**config.mk**
```make
export PLATFORM = sky130hd
export DESIGN_NAME = fwd_mux_stage_reg
export DESIGN_NICKNAME = d
export VERILOG_FILES = /design/src/rtl/fwd_mux_stage_reg_pkg.sv /design/src/rtl/fwd_mux_stage_reg_mux.sv /design/src/rtl/fwd_mux_stage_reg.sv
export SDC_FILE = /design/constraint.sdc
export NUM_CORES = 1
export LEC_CHECK = 0
export BUFFER_PORTS_ARGS = -buffer_cell sky130_fd_sc_hd__clkbuf_2
export CORE_MARGIN = 2
export CORE_UTILIZATION = 40
export CTS_BUF_LIST = sky130_fd_sc_hd__clkbuf_8
export DETAILED_ROUTE_END_ITERATION = 16
export PLACE_DENSITY = 0.79
export SETUP_SLACK_MARGIN = 0.4
export SLEW_MARGIN = 30
export SYNTH_ARGS = -nofsm -noshare
export SYNTH_HDL_FRONTEND = slang
export SYNTH_SLANG_ARGS = --single-unit
```
**constraint.sdc**
```tcl
create_clock -name clk -period 1.25 [get_ports clk]
set_input_delay 0.25 -clock clk [delete_from_list [all_inputs] [get_ports clk]]
set_output_delay 0.25 -clock clk [all_outputs]
set_load 0.02 [all_outputs]
```
**src/rtl/fwd_mux_stage_reg_pkg.sv**
```systemverilog
// fwd_mux_stage_reg_pkg: shared stall-counter default width and select-width helper
package fwd_mux_stage_reg_pkg;
  localparam int STALL_CNT_W = 8;
  function automatic int selWidth(input int n);
    return (n > 1) ? $clog2(n) : 1;
  endfunction
endpackage

```
**src/rtl/fwd_mux_stage_reg_mux.sv**
```systemverilog
// multiplexer_nto1: combinational N:1 word selector with out-of-range flag
module multiplexer_nto1
  import fwd_mux_stage_reg_pkg::*;
#(
  parameter int WIDTH = 16,
  parameter int NUM_IN = 4,
  localparam int SEL_W = selWidth(NUM_IN)
) (
  input  logic [NUM_IN*WIDTH-1:0] in_data,
  input  logic [SEL_W-1:0]        sel,
  output logic [WIDTH-1:0]        selData,
  output logic                    sel_out_of_range
);
  // pick the matching source; unmatched select values fall through to zero
  always_comb begin
    selData = '0;
    for (int k = 0; k < NUM_IN; k++) if (sel == SEL_W'(k)) selData = in_data[k*WIDTH +: WIDTH];
  end
  assign sel_out_of_range = 32'(sel) >= 32'(NUM_IN);
endmodule

```
**src/rtl/fwd_mux_stage_reg.sv**
```systemverilog
// fwd_mux_stage_reg: N:1 operand selector registered into the next pipeline stage
module fwd_mux_stage_reg
  import fwd_mux_stage_reg_pkg::*;
#(
  parameter int WIDTH = 16,
  parameter int NUM_IN = 4,
  parameter int CNT_W = STALL_CNT_W,
  localparam int SEL_W = selWidth(NUM_IN)
) (
  input  logic                    clk,
  input  logic                    rst_n,
  input  logic [NUM_IN*WIDTH-1:0] in_data,
  input  logic                    in_valid,
  input  logic [SEL_W-1:0]        sel,
  input  logic                    stall,
  input  logic                    flush,
  output logic [WIDTH-1:0]        out_data,
  output logic                    out_valid,
  output logic [SEL_W-1:0]        out_sel,
  output logic                    sel_err,
  output logic [CNT_W-1:0]        stall_cnt
);
  logic [WIDTH-1:0] selData;
  logic             selBad;
  multiplexer_nto1 #(.WIDTH(WIDTH), .NUM_IN(NUM_IN)) uMux (
    .in_data(in_data),
    .sel(sel),
    .selData(selData),
    .sel_out_of_range(selBad)
  );
  // stage register: flush beats stall beats load; out_sel survives a flush
  always_ff @(posedge clk or negedge rst_n) begin
    if (!rst_n) begin
      out_data  <= '0;
      out_valid <= 1'b0;
      out_sel   <= '0;
      sel_err   <= 1'b0;
    end else if (flush) begin
      out_data  <= '0;
      out_valid <= 1'b0;
      sel_err   <= 1'b0;
    end else if (!stall) begin
      out_data  <= selData;
      out_valid <= in_valid & ~selBad;
      out_sel   <= sel;
      sel_err   <= selBad;
    end
  end
  // consecutive-stall counter, saturating, unaffected by flush
  always_ff @(posedge clk or negedge rst_n) begin
    if (!rst_n) stall_cnt <= '0;
    else stall_cnt <= !stall ? '0 : (&stall_cnt ? stall_cnt : stall_cnt + CNT_W'(1));
  end
endmodule

```
Word-level counts from Yosys, hierarchy flattened:

Index checks and enable logic that the tools add are counted.
W data, S select, Z words.

* equality and inequality tests: 5
* bitwise operators: 2
* reductions and logical operators: 3
* mux-type cells: 12
* add/subtract/negate cells: 1

Operators by type and width (number)
* $mux W16: 6
* $mux W8: 2
* $add A8 B1 Y8 const B: 1
* $reduce_and A8 Y1: 1
* $eq A2 B2 Y1 const B: 2
* $mux W1: 4
* $eq A2 B1 Y1 const B: 1
* $logic_not A2 Y1: 1
* $ne A2 B1 Y1 const B: 1
* $ne A2 B2 Y1 const B: 1
* $not A1 Y1: 2
* $reduce_and A2 Y1: 1

* register bits: 28
* output and inout bits: 28
* logic and storage cells: 28
* input bits: 71

Logic depth before layout (Yosys ltp):

Gate-level depths: netlist of run 1.

* depth after elaboration: 7
* mapped depth: 4
* mapped depth without buffers: 4

Modules after synthesis:

Synthesis of run 1 repeated with hierarchy kept, for this count alone.

* cell total of the unflattened synthesis: 127
* area, all modules: 1635.3 µm²

By module, submodules not included
* fwd_mux_stage_reg: area an instance 1199.9 µm², sequential area each 700.7 µm², instances 1, cells an instance 105
* multiplexer_nto1: area an instance 435.4 µm², sequential area each 0.0 µm², instances 1, cells an instance 22

Worst setup path before layout of run 1:

No wires, ideal clock.

* path type: flip-flop to flip-flop
* start: register stall_cnt[0]
* end: register stall_cnt[0]
* period minus slack after synthesis: 1.516 ns
* setup slack: -0.266 ns
* setup time: 0.120 ns
* required time: 1.130 ns
* stages on the path, launching flop included: 5
* data arrival time: 1.397 ns
* path buffers: 0
* path through: dfrtp_1 ha_1 nand3_1 or3_1 and3_1

* longest elaborated chain between the ends: 3
* elaborated cells between the ends (all ways): 5
* classes of those cells: 1 x add/sub; 1 x eq/ne; 2 x mux; 1 x reduce/logical

RTL lines
* start: declaration: line fwd_mux_stage_reg.sv:21 `output logic [CNT_W-1:0] stall_cnt`
* start signal: assignment: line fwd_mux_stage_reg.sv:52 `else stall_cnt <= !stall ? '0 : (&stall_cnt ? stall_cnt : stall_cnt + CNT_W'(1));`
* $add A8 B1 Y8: line fwd_mux_stage_reg.sv:52
* $mux W8 (2 in series): line fwd_mux_stage_reg.sv:52

Several ways; a longest one is shown, not always the timed one. The select of a mux whose other input is x is not followed.
A chain may end at the register's enable or synchronous reset.

Final worst setup path of run 1:

* start: register stall_cnt[1]
* end: register stall_cnt[0]

* longest elaborated chain between the ends: 2

RTL lines (line)
* $reduce_and A8 Y1: fwd_mux_stage_reg.sv:52
* $ne A2 B2 Y1 (no source line)

No other way between the ends.

==> results.py, run 1 <==
metrics = {
    "clock_network": {
        "clkSinkCount": 27,
        "cts_tree": "built",
        "insertion_delay_ps": 270,
        "clkTransAtPathRegs_ps": 90,
        "cts_buffers": 3,
        "cts_root_buffer": "clkbuf_8",
        "htreeDepth": 1,
        "cts_buffer_depth": 2,
    },
    "grt": {
        "grt_max_degree": 28,
        "antenna_found_initial": 0,
        "grt_overflow_total": 0,
        "grt_usage_pct": 23.3,
        "grt_first_pass_wirelength_um": 7510,
        "grt_pass1_vias": 1615,
    },
    "critical_path": {
        "reg2reg_slack_ps": -20,
        "rr_endpoint": "stall_cnt[0]$_DFFE_PN0P_",
        "crit_slowest_cell": "dfrtp_2",
        "worst_setup_path_end_kind": "flop",
        "timing.rr.start": "stall_cnt[1]$_DFFE_PN0P_",
        "critPathArrivalTime_ps": 1440,
        "crit_path_start": "stall_cnt[1]$_DFFE_PN0P_",
        "cp_max_fo": 6,
        "endpoint": "stall_cnt[0]$_DFFE_PN0P_",
        "crit_type": "reg2reg",
        "required_ps": 1420,
        "crit_chain": "ha_4, nand3_4, or3_1, and3_1",
        "r2r_cells": 4,
        "crit_path_start_kind": "flop",
        "critPathMaxStageDelay_ps": 410,
    },
    "floorplan": {
        "start_util_pct": 42.1,
        "die_y_um": 66.3,
        "core_um2": 3690,
        "rows": 22,
        "die-area_um2": 4400,
        "die_w_um": 66.3,
        "io_pins": 99,
    },
    "place": {
        "placed_cells": 262,
        "dpl_cell_area_um2": 2210,
        "gp_congestion": 0.805,
        "dp_hpwl_um": 3220,
        "io_buffers": 97,
    },
    "pwr": {
        "power.leakage_nw": 1.40,
        "internal_power_mw": 1.63,
        "swShare_pct": 27.4,
        "p_total_mw": 2.24,
        "cellPowerDensity_nw_per_um2": 794,
        "combPwrFrac_pct": 34.1,
        "p_sw_mw": 0.615,
        "seqPwrFrac_pct": 43.9,
        "p_clk_share_pct": 22.1,
        "ir_drop_mv": 0.506,
    },
    "sta": {
        "final-setup-viol-count": 1,
        "rsz0062_at_grt": "true",
        "max-slew-margin-rel_pct": 57.9,
        "finalCriticalPeriod_ps": 1270,
        "post-route-period-util_pct": 102,
        "fin_ws_ps": -19.3,
        "fmax_mhz": 788,
        "hold_violations": 0,
        "fin_setup_tns_ps": -19.3,
        "finClkSkew_ps": 4.66,
        "worst_slew_pin_slew_ps": 629,
        "drv_slew": 0,
    },
    "logic_synthesis": {
        "synth_top_family_by_area": "multiplexers",
        "synth_fp_nets": 180,
        "synthSimpleGateAreaFrac_pct": 8.21,
        "synthMuxAreaShare_pct": 28.3,
        "synthAdderAreaFrac_pct": 0.805,
        "syn_inst": 108,
        "ys_ff_latch": 27,
        "synth_compound_area_share_pct": 14.2,
        "synth-xor-area-share_pct": 0.564,
        "synth_warnings": 0,
        "avgSynthCellArea_um2": 14.4,
        "ys_seq_area_share_pct": 43.5,
        "synth_area_um2": 1550,
        "yosysUniqueCellTypes": 34,
    },
    "cells_and_area": {
        "fin_util_pct": 76.5,
        "nets": 317,
        "diodes": 0,
        "fillers": 242,
        "multi_input_area_um2": 865,
        "seqCellArea_um2": 686,
        "stdcell_count": 292,
        "final_common_cell": "clkbuf_2",
        "mostFrequentLayoutCells": "clkbuf_2 (69), buf_4 (31), clkbuf_8 (24)",
        "design_area_um2": 2820,
        "drive_above_1_share_pct": 74.2,
        "area_growth_pct": 81.6,
    },
    "drt": {
        "wl_per_cell_um": 17.0,
        "ant_nets": 0,
        "viasPerCell": 5.35,
        "routed_wl_um": 4960,
        "drtIter0Drc": 52,
        "drc": 0,
        "num_vias": 1561,
        "dr.pass1.iters": 4,
    },
    "status": {
        "violations": "negative setup slack",
        "status": "finished, violations left",
    },
    "min_path": {
        "hold_path_class": "in2reg",
    },
    "job": {
        "cap_viol_max_count": 0,
    },
}
-- cell usage after synthesis --
cell,n,area [µm²]
mux4_1,7,184
o21ai_0,3,15.0
or3_1,1,6.26
buf_4,1,7.51
nor2b_1,1,6.26
nand2b_1,2,12.5
nand3_1,3,15.0
a41oi_1,1,8.76
nor2_1,2,7.51
a2111oi_0,1,8.76
buf_2,4,20.0
ha_1,1,12.5
nand4_2,1,12.5
dfrtp_1,27,676
mux4_2,9,203
mux2_2,2,22.5
o2111ai_1,2,17.5
buf_6,1,11.3
and3_1,2,12.5
and4b_1,1,10.0
xnor2_1,1,8.76
o21bai_1,1,7.51
nor3b_1,2,15.0
o311a_1,1,10.0
buf_12,1,20.0
and2_1,1,6.26
conb_1,1,3.75
and4_1,1,8.76
nand2_1,4,15.0
a21oi_1,1,5.00
mux2i_1,3,30.0
clkbuf_1,2,7.51
a22o_1,16,140
a21boi_0,1,7.51
-- how the worst min path moves through the flow --
| stage | startpoint | endpoint | slack, ps | cells after the start |
|---|---|---|---|---|
| after floorplan | rst_n | out_data[0]$_DFFE_PN0P_ | -50 | 0 |
| after global placement | rst_n | out_valid$_DFFE_PN0P_ | 270 | 2 |
| after detailed placement | rst_n | out_valid$_DFFE_PN0P_ | 270 | 2 |
| after CTS | in_valid | out_valid$_DFFE_PN0P_ | 230 | 3 |
| after global routing | in_valid | out_valid$_DFFE_PN0P_ | 260 | 3 |
| final | in_valid | out_valid$_DFFE_PN0P_ | 230 | 3 |
-- critical path: cells and delay by family (launching register included) --
kind | cells | cell delay, ps
and+or+nand+nor | 3 | 580
DFF | 1 | 410
adders and majority gates | 1 | 180
-- registers in the layout, indices dropped and copies added, names as in the netlist --
name and cells:
out_valid 1, stall_cnt 8, out_sel 2, out_data 16
-- through the flow --
stage          setup WS (ps)  hold WS, ps
6_report               -19.3          235
5_1_grt                -65.1          262
3_5_place_dp            -145          270
2_1_floorplan          -55.5        -45.6
3_3_place_gp            -246          266
4_1_cts                -9.83          226
-- power groups by stage --
| stage | combinational, mW | sequential (mW) | clock [mW] |
|---|---|---|---|
| floorplan | 0.232 | 1.06 | 0 |
| global placement | 0.535 | 0.988 | 0 |
| detailed placement | 0.550 | 0.986 | 0 |
| CTS | 0.700 | 0.979 | 0.504 |
| global route | 0.814 | 0.988 | 0.529 |
| finish | 0.763 | 0.984 | 0.494 |
-- metal layers --
layer  track usage [%]  vias to the layer above  wire (µm)
met4              7.14                        0         91
met5                 0                        -          0
met3              5.11                        9        308
met2              43.1                       70       2730
li1                  -                      714          -
met1              26.4                      768       1830
-- layout make-up --
| type | count | area share [%] |
|---|---|---|
| clock inverters | 1 | 0.177 |
| repair buffers | 141 | 41.3 |
| clock buffers | 3 | 1.46 |
| multi-input cells | 72 | 30.6 |
| flip-flops and latches | 27 | 24.3 |
| well taps | 48 | 2.13 |
-- repair_timing --
action,4_1_cts,5_1_grt
pin swaps,4,4
endpoints found under the setup margin,53,67
resized for setup,66,15
cloned,1,0
setup buffers,14,10
endpoints found under the hold margin,27,0
hold buffers,1,0
-- cells by family (layout without fill, tap and decap cells) --
| family | after synthesis | in the layout |
|---|---|---|
| adder cells (fa/ha/maj) | 1 | 1 |
| buffers and inverters | 9 | 145 |
| XOR/XNOR | 1 | 1 |
| flip-flops | 27 | 27 |
| multiplexers | 21 | 21 |
| other | 1 | 1 |
| AND/OR/NAND/NOR | 21 | 21 |
| AO/OA/AOI/OAI | 27 | 27 |
Note: power is estimated with default switching activity, not from simulation.
==> run 2: changes to the inputs <==
--- a/config.mk
+++ b/config.mk
@@ -6,11 +6,15 @@
 export NUM_CORES = 1
 export LEC_CHECK = 0
 export BUFFER_PORTS_ARGS = -buffer_cell sky130_fd_sc_hd__clkbuf_2
+export CELL_PAD_IN_SITES_DETAIL_PLACEMENT = 0
+export CELL_PAD_IN_SITES_GLOBAL_PLACEMENT = 2
+export CORE_ASPECT_RATIO = 1.4
 export CORE_MARGIN = 2
-export CORE_UTILIZATION = 40
+export CORE_UTILIZATION = 24
 export CTS_BUF_LIST = sky130_fd_sc_hd__clkbuf_8
 export DETAILED_ROUTE_END_ITERATION = 16
-export PLACE_DENSITY = 0.79
+export GPL_ROUTABILITY_DRIVEN = 0
+export PLACE_DENSITY_LB_ADDON = 0.1
 export SETUP_SLACK_MARGIN = 0.4
 export SLEW_MARGIN = 30
 export SYNTH_ARGS = -nofsm -noshare
==> run 2 against run 1 <==
Against the previous run: the run still ends with negative setup slack left; global-route usage shrank 9.7 points; sequential power shrank 0.6%; combinational power grew 7.5%; clock skew shrank 2.9 ps; sequential share of layout area shrank 2.0 points; critical path depth shrank 1; via count grew 0.64%; clock-buffer cell count is the same; critical endpoint is now stall_cnt[0].
==> results.py, run 2 (same netlist as run 1, synthesis figures left out) <==
metrics = {
    "status": {
        "status": "finished, violations left",
        "violations": "negative setup slack",
    },
    "pwr": {
        "p_sw_mw": 0.617,
        "seqPwrFrac_pct": 42.7,
        "ir_drop_mv": 0.416,
        "combPwrFrac_pct": 35.8,
        "cellPowerDensity_nw_per_um2": 746,
        "p_clk_share_pct": 21.4,
        "internal_power_mw": 1.67,
        "power.leakage_nw": 1.49,
        "p_total_mw": 2.29,
        "swShare_pct": 27.0,
    },
    "grt": {
        "grt_overflow_total": 0,
        "grt_pass1_vias": 1710,
        "grt_max_degree": 28,
        "antenna_found_initial": 0,
        "grt_first_pass_wirelength_um": 7790,
        "grt_usage_pct": 13.6,
    },
    "drt": {
        "drtIter0Drc": 54,
        "drc": 0,
        "dr.pass1.iters": 4,
        "wl_per_cell_um": 15.2,
        "num_vias": 1571,
        "routed_wl_um": 5010,
        "viasPerCell": 4.76,
        "ant_nets": 0,
    },
    "min_path": {
        "holdPathStages": 3,
        "whs_endpoint": "out_valid$_DFFE_PN0P_",
        "hold_path_class": "in2reg",
        "min_from": "flush",
    },
    "critical_path": {
        "crit_path_start_kind": "flop",
        "timing.rr.start": "stall_cnt[0]$_DFFE_PN0P_",
        "r2r_cells": 4,
        "cp_max_fo": 3,
        "crit_type": "reg2out",
        "worst_setup_path_end_kind": "primary output",
        "rr_endpoint": "stall_cnt[7]$_DFFE_PN0P_",
        "critPathArrivalTime_ps": 1080,
        "required_ps": 1000,
        "reg2reg_slack_ps": -60,
    },
    "cells_and_area": {
        "diodes": 0,
        "drive_above_1_share_pct": 78.3,
        "nets": 331,
        "regMostFlops": "out_data",
        "mostFrequentLayoutCells": "clkbuf_2 (68), buf_4 (35), clkbuf_8 (22)",
        "reg_top3": "out_data: 16 flops, stall_cnt: 8 flops, out_sel: 2 flops",
        "largest_register_ffs": 16,
        "area_growth_pct": 97.4,
        "final_common_cell": "clkbuf_2",
    },
    "place": {
        "place_ws_ps": -150,
        "io_buffers": 97,
        "dp_hpwl_um": 3620,
    },
    "sta": {
        "hold_violations": 0,
        "final-setup-viol-count": 5,
        "post-route-period-util_pct": 106,
        "fmax_mhz": 753,
        "fin_ws_ps": -77.7,
        "drv_slew": 0,
        "finalCriticalPeriod_ps": 1330,
        "rsz0062_at_grt": "true",
        "finClkSkew_ps": 1.76,
    },
    "floorplan": {
        "die_y_um": 99.2,
        "start_util_pct": 24.8,
        "die-area_um2": 7140,
        "rows": 34,
        "io_pins": 99,
        "die_w_um": 72.0,
        "core_um2": 6250,
    },
    "clock_network": {
        "cts_buffer_depth": 2,
        "cts_buffers": 3,
        "cts_root_buffer": "clkbuf_8",
        "htreeDepth": 1,
        "cts_tree": "built",
        "clkTransAtPathRegs_ps": 90,
        "clkSinkCount": 27,
        "insertion_delay_ps": 270,
    },
    "job": {
        "cap_viol_max_count": 0,
    },
}
## run 2: cell types whose count changed in the layout (fill, tap and decap cells not counted), sizes merged
cell	before	now
buf	49	66
clkbuf	94	91
## run 2: how the worst max path moves through the flow
| stage | startpoint | cells past startpoint | slack [ps] | end |
|---|---|---|---|---|
| 5_1_grt | stall_cnt[0]$_DFFE_PN0P_ | 3 | -120 | stall_cnt[0] |
| 2_1_floorplan | stall_cnt[1]$_DFFE_PN0P_ | 4 | -60 | stall_cnt[0]$_DFFE_PN0P_ |
| 3_5_place_dp | sel[0] | 4 | -150 | out_data[6]$_DFFE_PN0P_ |
| 6_report | stall_cnt[0]$_DFFE_PN0P_ | 3 | -80 | stall_cnt[0] |
| 4_1_cts | stall_cnt[0]$_DFFE_PN0P_ | 3 | -100 | stall_cnt[0] |
| 3_3_place_gp | stall | 3 | -260 | out_data[0]$_DFFE_PN0P_ |
## run 2: what timing repair did
item	CTS	global route
resized for setup	83	26
setup buffers	26	13
hold buffers	1	0
gates cloned	1	0
pin swaps	12	8
endpoints found under the setup margin	53	76
hold endpoints to repair	27	0
## run 2: routing by layer
| layer | vias to the layer above | global-route usage, % | wire (µm) |
|---|---|---|---|
| li1 | 739 | - | - |
| met2 | 65 | 25.4 | 2820 |
| met3 | 2 | 2.13 | 289 |
| met5 | - | 0 | 0 |
| met4 | 0 | 5.08 | 39 |
| met1 | 765 | 15.3 | 1870 |
## run 2: worst max-delay path, stage by stage (launching register included)
cell and delay, ps:
dfrtp_2 450, buf_6 130, buf_6 110, buf_8 120
## run 2: through the flow
stage                     setup TNS (ps)  hold slack [ps]  instances  utilization (%)  instance area (µm²)
after global placement             -4130              270        285             35.9                 2240
final                               -247              218        330             49.1                 3070
after floorplan                     -297            -45.6        108                -                 1590
after global routing                -608              203        330             49.1                 3070
after CTS                           -328              245        317             46.3                 2890
after detailed placement           -2000              268        285             35.9                 2240
## run 2: layout make-up
cell class,count,area (µm²)
Timing Repair Buffer,155,1330
Fill cell,548,3190
Tap cell,72,90.1
Multi-Input combinational cell,72,921
Clock buffer,3,41.3
Clock inverter,1,5.00
Sequential cell,27,686
## run 2: power groups by stage
stage          Clock [mW]  Combinational (mW)  Sequential [mW]
6_report            0.490               0.820            0.978
4_1_cts             0.515               0.769            0.977
3_5_place_dp            0               0.566            0.988
5_1_grt             0.557               0.874            0.984
3_3_place_gp            0               0.554            0.987
2_1_floorplan           0               0.232             1.06
==> run 3: changes to the inputs <==
--- a/config.mk
+++ b/config.mk
@@ -10,7 +10,7 @@
 export CELL_PAD_IN_SITES_GLOBAL_PLACEMENT = 2
 export CORE_ASPECT_RATIO = 1.4
 export CORE_MARGIN = 2
-export CORE_UTILIZATION = 24
+export CORE_UTILIZATION = 26
 export CTS_BUF_LIST = sky130_fd_sc_hd__clkbuf_8
 export DETAILED_ROUTE_END_ITERATION = 16
 export GPL_ROUTABILITY_DRIVEN = 0
==> constraint.sdc (replaced) <==
create_clock -name clk -period 1.3 [get_ports clk]
set_input_delay 0.26 -clock clk [delete_from_list [all_inputs] [get_ports clk]]
set_output_delay 0.26 -clock clk [all_outputs]
set_load 0.02 [all_outputs]
==> run 3 against run 2 <==
Against the previous run: the run ends with negative hold slack left; first-iteration DRC count decreased by 43%; highest routed layer unchanged; worst setup slack improved by 96 ps; via count decreased by 5.7%; critical path depth increased by 1; clock skew increased by 4.4 ps; sequential power decreased by 3.5%; global-route usage increased by 0.69 points; critical path type is now reg2reg; largest power group unchanged; die area decreased by 7.3%; largest cell class unchanged; cell count decreased by 7.6%.
==> results.py, run 3 (same netlist as run 1, synthesis figures left out) <==
metrics = {
    "clock_network": {
        "htreeDepth": 1,
        "cts_buffers": 3,
        "cts_tree": "built",
        "clkSinkCount": 27,
        "cts_buffer_depth": 2,
        "cts_root_buffer": "clkbuf_8",
        "clkTransAtPathRegs_ps": 90,
        "insertion_delay_ps": 260,
    },
    "pwr": {
        "p_clk_share_pct": 21.5,
        "power.leakage_nw": 1.34,
        "ir_drop_mv": 0.394,
        "seqPwrFrac_pct": 45.5,
        "internal_power_mw": 1.52,
        "p_sw_mw": 0.551,
        "combPwrFrac_pct": 33.0,
        "swShare_pct": 26.5,
        "cellPowerDensity_nw_per_um2": 761,
    },
    "cells_and_area": {
        "regMostFlops": "out_data",
        "fin_util_pct": 46.9,
        "fillers": 554,
        "nets": 308,
        "area_growth_pct": 75.5,
        "diodes": 0,
        "mostFrequentLayoutCells": "clkbuf_2 (69), buf_4 (27), buf_6 (20)",
        "largest_register_ffs": 16,
        "stdcell_count": 305,
        "reg_top3": "out_data: 16 flops, stall_cnt: 8 flops, out_sel: 2 flops",
        "final_common_cell": "clkbuf_2",
        "drive_above_1_share_pct": 72.8,
    },
    "floorplan": {
        "core_um2": 5820,
        "die-area_um2": 6620,
        "die_y_um": 95.5,
        "start_util_pct": 26.7,
        "die_w_um": 69.3,
        "rows": 33,
        "io_pins": 99,
    },
    "critical_path": {
        "crit_path_start_kind": "flop",
        "crit_chain": "ha_4, nand3_4, or3_1, and3_4",
        "path_depth": 4,
        "worst-path-buf-inv": 0,
        "crit_type": "reg2reg",
        "crit_slowest_cell": "dfrtp_2",
        "reg2reg_slack_ps": 20,
        "timing.rr.start": "stall_cnt[0]$_DFFE_PN0P_",
        "cp_max_fo": 6,
        "rr_endpoint": "stall_cnt[0]$_DFFE_PN0P_",
        "worst_setup_path_end_kind": "flop",
        "r2r_cells": 4,
        "critPathMaxStageDelay_ps": 420,
        "critPathArrivalTime_ps": 1440,
        "path_delay_family": "simple AND/OR/NAND/NOR gates",
        "required_ps": 1460,
    },
    "drt": {
        "drc": 0,
        "wl_met3_um": 298,
        "ant_nets": 0,
        "met2WireLength_um": 2430,
        "num_vias": 1481,
        "top_layer_used": "met4",
        "drtIter0Drc": 31,
        "dr.pass1.iters": 4,
        "met1_length_um": 1740,
        "wl_per_cell_um": 15.0,
        "routed_wl_um": 4590,
        "viasPerCell": 4.86,
    },
    "sta": {
        "drv_slew": 0,
        "hold_slack_ps": -97.2,
        "hold_violations": 11,
        "finClkSkew_ps": 6.21,
        "final-setup-viol-count": 0,
        "finalCriticalPeriod_ps": 1280,
        "post-route-period-util_pct": 98.6,
        "fmax_mhz": 780,
        "rsz0062_at_grt": "true",
    },
    "grt": {
        "grt_usage_pct": 14.3,
        "grt_pass1_vias": 1656,
        "grt_overflow_total": 0,
        "antenna_found_initial": 0,
        "grt_first_pass_wirelength_um": 7490,
        "grt_max_degree": 17,
    },
    "min_path": {
        "hold_path_class": "in2async",
    },
    "place": {
        "placed_cells": 281,
        "dp_hpwl_um": 3610,
        "io_buffers": 97,
    },
    "status": {
        "status": "finished, violations left",
        "violations": "negative hold slack",
    },
    "job": {
        "cap_viol_max_count": 0,
    },
}
[run 3: cell count changes in the layout (fill, tap and decap cells not counted), sizes merged]
cell and delta:
clkbuf -11, clkinv -1, inv +1, buf -11, dlygate4sd3 -1
[run 3: layer usage]
metal / track usage [%] / up-vias
met2: 26.6 / 65
met3: 2.22 / 8
met4: 6.54 / 0
met1: 16.1 / 716
met5: 0 / -
li1: - / 692
[run 3: cell type report]
class / instances / area, µm² / share of cell area, %
clock inverter: 1 / 3.75 / 0.138
sequential: 27 / 686 / 25.1
tap: 70 / 87.6 / 3.21
timing repair buffer: 132 / 1050 / 38.4
multi-input combinational: 72 / 862 / 31.6
clock buffer: 3 / 41.3 / 1.51
[run 3: how the worst max path moves through the flow]
stage,startpoint,endpoint,slack [ps]
floorplan,stall_cnt[1]$_DFFE_PN0P_,stall_cnt[0]$_DFFE_PN0P_,-5
global placement,stall,out_data[0]$_DFFE_PN0P_,-280
detailed placement,sel[0],out_data[9]$_DFFE_PN0P_,-120
CTS,stall_cnt[0]$_DFFE_PN0P_,stall_cnt[0]$_DFFE_PN0P_,10
global route,stall_cnt[0]$_DFFE_PN0P_,stall_cnt[0]$_DFFE_PN0P_,-30
finish,stall_cnt[0]$_DFFE_PN0P_,stall_cnt[0]$_DFFE_PN0P_,20
[run 3: power by group through the flow]
| stage | logic (mW) | registers [mW] | clock network [mW] |
|---|---|---|---|
| 2_1_floorplan | 0.216 | 1.02 | 0 |
| 3_3_place_gp | 0.517 | 0.952 | 0 |
| 3_5_place_dp | 0.537 | 0.951 | 0 |
| 4_1_cts | 0.629 | 0.935 | 0.470 |
| 5_1_grt | 0.735 | 0.952 | 0.508 |
| 6_report | 0.685 | 0.944 | 0.447 |
[run 3: worst reg2reg max path, delay by kind of cell, from the launching register on]
family,cells,cell delay [ps]
fa+ha+maj,1,190
flops,1,420
simple gates,3,570
[run 3: timing repair]
| action | CTS | global route |
|---|---|---|
| buffers inserted | 15 | 4 |
| gates cloned | 1 | 0 |
| hold endpoints to repair | 11 | 11 |
| gates resized for setup | 37 | 57 |
| pin swaps | 3 | 2 |
| setup endpoints to repair | 52 | 51 |
[run 3: per-stage QoR]
stage	setup TNS [ps]	setup WS [ps]	power, mW	area (µm²)	hold slack [ps]
3_5_place_dp	-1270	-122	1.49	2230	192
6_report	0	17.8	2.08	2730	-97.2
3_3_place_gp	-4510	-284	1.47	2230	185
4_1_cts	0	13.8	2.03	2570	-101
5_1_grt	-38.1	-27.8	2.20	2730	-95.2
2_1_floorplan	-5.45	-5.45	1.23	1580	-35.6
